$ cat src/rtl/key_strobe_encoder.sv
// key_strobe_encoder: debounces a 10-line decimal keypad and emits the BCD
// code of each accepted key with a one-cycle strobe. A press must be held
// stable for DEBOUNCE_CYCLES samples, and a full release must be confirmed
// before another key can be accepted.
module key_strobe_encoder #(
    parameter int unsigned DEBOUNCE_CYCLES = 4
) (
    input  logic       clock,
    input  logic       clear,
    input  logic [9:0] keypad,
    output logic [3:0] bcd,
    output logic       data_valid,
    output logic       key_held,
    output logic       multi_key
);

    localparam logic [3:0] LAST_COUNT = 4'(DEBOUNCE_CYCLES - 1);

    typedef enum logic [1:0] {
        IDLE     = 2'd0,
        DEBOUNCE = 2'd1,
        STROBE   = 2'd2,
        RELEASE  = 2'd3
    } state_t;

    state_t     state;
    logic [3:0] cnt;
    logic [9:0] cap;
    logic [3:0] cap_index;
    logic [3:0] cnt_inc;
    logic       keypad_multi;
    logic       keypad_one_hot;

    // Classify the current keypad sample: more than one bit set, or exactly one.
    always_comb begin
        keypad_multi   = (keypad & (keypad - 10'd1)) != '0;
        keypad_one_hot = (keypad != '0) && !keypad_multi;
    end

    // Decimal index of the captured one-hot pattern.
    always_comb begin
        cap_index = '0;
        for (int unsigned i = 0; i < 10; i++) begin
            if (cap[i]) begin
                cap_index = 4'(i);
            end
        end
    end

    // Saturating increment of the sample counter.
    always_comb begin
        cnt_inc = (cnt == 4'hF) ? cnt : cnt + 4'd1;
    end

    // Press/release debounce state machine with registered outputs.
    always_ff @(posedge clock) begin
        if (!clear) begin
            state      <= IDLE;
            cnt        <= '0;
            cap        <= '0;
            bcd        <= '0;
            data_valid <= 1'b0;
            key_held   <= 1'b0;
        end else begin
            case (state)
                IDLE: begin
                    if (keypad_one_hot) begin
                        cap   <= keypad;
                        cnt   <= 4'd1;
                        state <= DEBOUNCE;
                    end
                end
                DEBOUNCE: begin
                    if (keypad == cap) begin
                        if (cnt >= LAST_COUNT) begin
                            bcd        <= cap_index;
                            data_valid <= 1'b1;
                            key_held   <= 1'b1;
                            state      <= STROBE;
                        end else begin
                            cnt <= cnt_inc;
                        end
                    end else begin
                        cnt   <= '0;
                        state <= IDLE;
                    end
                end
                STROBE: begin
                    data_valid <= 1'b0;
                    cnt        <= '0;
                    state      <= RELEASE;
                end
                RELEASE: begin
                    if (keypad == '0) begin
                        if (cnt >= LAST_COUNT) begin
                            key_held <= 1'b0;
                            cnt      <= '0;
                            state    <= IDLE;
                        end else begin
                            cnt <= cnt_inc;
                        end
                    end else begin
                        cnt <= '0;
                    end
                end
                default: begin
                    cnt        <= '0;
                    data_valid <= 1'b0;
                    state      <= IDLE;
                end
            endcase
        end
    end

    // Multi-key flag tracks every sample regardless of the state machine.
    always_ff @(posedge clock) begin
        if (!clear) begin
            multi_key <= 1'b0;
        end else begin
            multi_key <= keypad_multi;
        end
    end

endmodule

$ cat config.mk
export PLATFORM = sky130hd
export DESIGN_NAME = key_strobe_encoder
export DESIGN_NICKNAME = d
export VERILOG_FILES = /design/src/rtl/key_strobe_encoder.sv
export SDC_FILE = /design/constraint.sdc
export NUM_CORES = 1
export LEC_CHECK = 0
export ABC_AREA = 1
export CORE_MARGIN = 8
export CORE_UTILIZATION = 50
export CTS_CLUSTER_SIZE = 25
export DETAILED_ROUTE_END_ITERATION = 8
export PLACE_DENSITY = 0.85
export SLEW_MARGIN = 0
export SYNTH_ARGS = -nofsm -noshare
export SYNTH_HDL_FRONTEND = slang
export SYNTH_SLANG_ARGS = --single-unit
$ cat constraint.sdc
create_clock -name clock -period 2.1 [get_ports clock]
set_input_delay 0.42 -clock clock [delete_from_list [all_inputs] [get_ports clock]]
set_output_delay 0.42 -clock clock [all_outputs]
set_load 0.02 [all_outputs]
==> flow_summary.ini <==
[floorplanning]
row_count = 18
floorplan.initialDensity = 0.519
design.core.area_um2 = 2450
total_i_o_pin_count = 19
die_height_um = 66.5
die_width_um = 66.5
die-area_um2 = 4420

[clock_tree]
cts_sinks = 23
clock_tree.htree_level_count = 1
resized_gates_after_cts = 0
postCtsHoldBufs = 0
ctsRootBufferMaster = clkbuf_4
cts_setup_buffers = 0
cts.reportedPaths.clkPinSlew_ns = 0.12
cts_tree = yes
worstSkewPairLatency_ns = 0.31
max-clock-path-buffers = 2
tritoncts.num_buffers = 3

[grt]
vias_in_the_first_global_route = 1196
antenna_found_initial = 0
grt_max_degree = 15
grt_first_pass_wirelength_mm = 4.81
globalRouteTotalUtil = 0.133
grt_remaining_overflow = 0

[worst_setup_path]
maximum_fanout_count_along_the_critical_path = 10
setup.worst_path.start_class = input pin
endpoint_type_of_the_worst_setup_path = flip-flop
cp.required_ns = 2.31
regToRegSetupSlack_ns = 0.31
critPathKind = input pin to flip-flop
worstPathArrival_ns = 2.14

[power]
power.ir.vdd_worst_v = 0.000392
fin_total_pwr_uw = 727
leakage_power_uw = 0.000682
powerDensity_nw_per_um2 = 465

[route]
detail_route.wirelength_mm = 2.69
via_per_inst = 5.11
detail_route.first_pass.iterations = 4
via_count = 1263
drt.antenna.violating_nets = 0
wire_per_inst_um = 10.9
remaining_drc_errors = 0
drtIter0Drc = 44

[yosys]
synth_fp_nets = 202
ys_types = 29
synth_seq_area_share = 0.361
synth_area_um2 = 1270
avgSynthCellArea_um2 = 6.75
synthCells = 189
synth.ff_latch_count = 23
synth_warnings = 0

[placement]
detailed_place_hpwl_mm = 2.15
finalWeightedCongestion = 0.882
numPortBuffers = 18
place_area_um2 = 1540
dp_slack_ns = -0.139

[timing]
report.final.hold_viol_count = 0
setup_repair_after_global_routing_missed_its_margin = false
maxClockFrequency_mhz = 519
timing.final.crit_share = 0.918
slew_of_the_pin_with_the_lowest_slew_margin_ns = 0.423
final-setup-viol-count = 0
fin_worst_skew_ns = 0.00148
finalWorstPathRequiredPeriod_ns = 1.93
final_max_slew_viol_count = 0
worst_slack_ns = 0.171
worst_slew_margin_rel = 0.716

[min_path]
min-delay-path-class = flip-flop to flip-flop

[cells_and_area]
synthToLayoutAreaGrowth_pct = 22.7
final_net_count = 231
drive_gt1_frac = 0.120
antenna-diode-count = 0
postLayoutCellArea_um2 = 1560

[run_status]
outcome = complete, no violations

[job]
max_cap_viol_count = 0
[area by class of cell]
type	instances	area [µm²]
fillers	228	891
multi-input cells	136	686
flip-flops and latches	23	460
repair buffers	28	255
inverters	26	97.6
well taps	30	37.5
clock buffers	3	22.5
clock inverters	1	5.00
[routing by layer]
| layer | vias to the layer above | share of wire | global-route usage |
|---|---|---|---|
| met5 | - | 0 | 0 |
| met4 | 0 | 0.0086 | 0.0347 |
| met3 | 4 | 0.070 | 0.0285 |
| met2 | 34 | 0.45 | 0.224 |
| met1 | 557 | 0.48 | 0.166 |
| li1 | 668 | - | - |
[cells in the mapped netlist (all sizes together)]
cell | number | area (µm²)
buf | 4 | 31.3
nand3 | 11 | 65.1
clkinv | 1 | 3.75
ha | 1 | 12.5
o21a | 1 | 7.51
nand2 | 42 | 160
mux2i | 1 | 10.0
and2 | 1 | 7.51
xor2 | 1 | 8.76
inv | 25 | 93.8
o21ai | 17 | 85.1
xnor2 | 4 | 35.0
o211ai | 1 | 7.51
a21oi | 21 | 109
dfxtp | 23 | 460
nand4 | 3 | 25.0
o31ai | 1 | 7.51
nor3 | 4 | 25.0
and3 | 1 | 6.26
nor2 | 25 | 106
nand3b | 1 | 7.51
[registers in the layout (all words and copies together) (netlist names), named ones only]
| name | cells |
|---|---|
| cap | 10 |
| state | 1 |
| key_held | 1 |
| cnt | 4 |
| multi_key | 1 |
| bcd | 4 |
| data_valid | 1 |
[logic make-up (layout without fill, tap and decap cells)]
group | after synthesis | after routing | share of synthesized area
adder cells (fa/ha/maj) | 1 | 1 | 0.00981
XOR/XNOR | 5 | 5 | 0.0343
buffers and inverters | 30 | 58 | 0.101
flip-flops | 23 | 23 | 0.361
AND/OR/NAND/NOR | 88 | 88 | 0.316
AO/OA/AOI/OAI | 41 | 41 | 0.170
multiplexers | 1 | 1 | 0.00785
[worst max-delay path, stage by stage]
cell and delay (ns):
clkdlybuf4s50_1 0.46, nor2_2 0.18, nand2_1 0.06, o21ai_0 0.10
nand3_1 0.10, nor2_1 0.15, and2_2 0.19, nand3_2 0.07
buf_4 0.17, o21ai_0 0.17, a21oi_1 0.07
[cell usage in the layout, fill, tap and decap left out, drive strengths merged]
master / n
mux2i: 1
inv: 25
o21a: 1
nand3b: 1
nand4: 3
a21oi: 21
clkdlybuf4s50: 18
xor2: 1
clkbuf: 3
and2: 1
o21ai: 17
nor3: 4
clkinv: 2
nand3: 11
xnor2: 4
nand2: 42
o31ai: 1
buf: 10
dfxtp: 23
ha: 1
nor2: 25
and3: 1
o211ai: 1
[through the flow]
stage	utilization	setup TNS (ns)	hold WS, ns	std cells
after floorplan	-	0	0.431	189
after global placement	0.626	-0.636	0.448	243
after detailed placement	0.626	-1.15	0.450	243
after CTS	0.637	0	0.471	247
after global routing	0.637	0	0.497	247
final	0.637	0	0.469	247
[final timing paths]
kind	startpoint	endpoint	depth (start not counted)
max reg2reg	cnt[0]	cnt[0]	8
min	cap[0]	cap[0]	2
max	keypad[0]	cap[4]	11
min reg2reg	cap[0]	cap[0]	2
[power breakdown]
| part | switching [µW] | internal (µW) |
|---|---|---|
| Clock | 132 | 71.1 |
| Sequential | 1.03 | 438 |
| Combinational | 44.0 | 40.9 |
(Power assumes the default switching activity.)
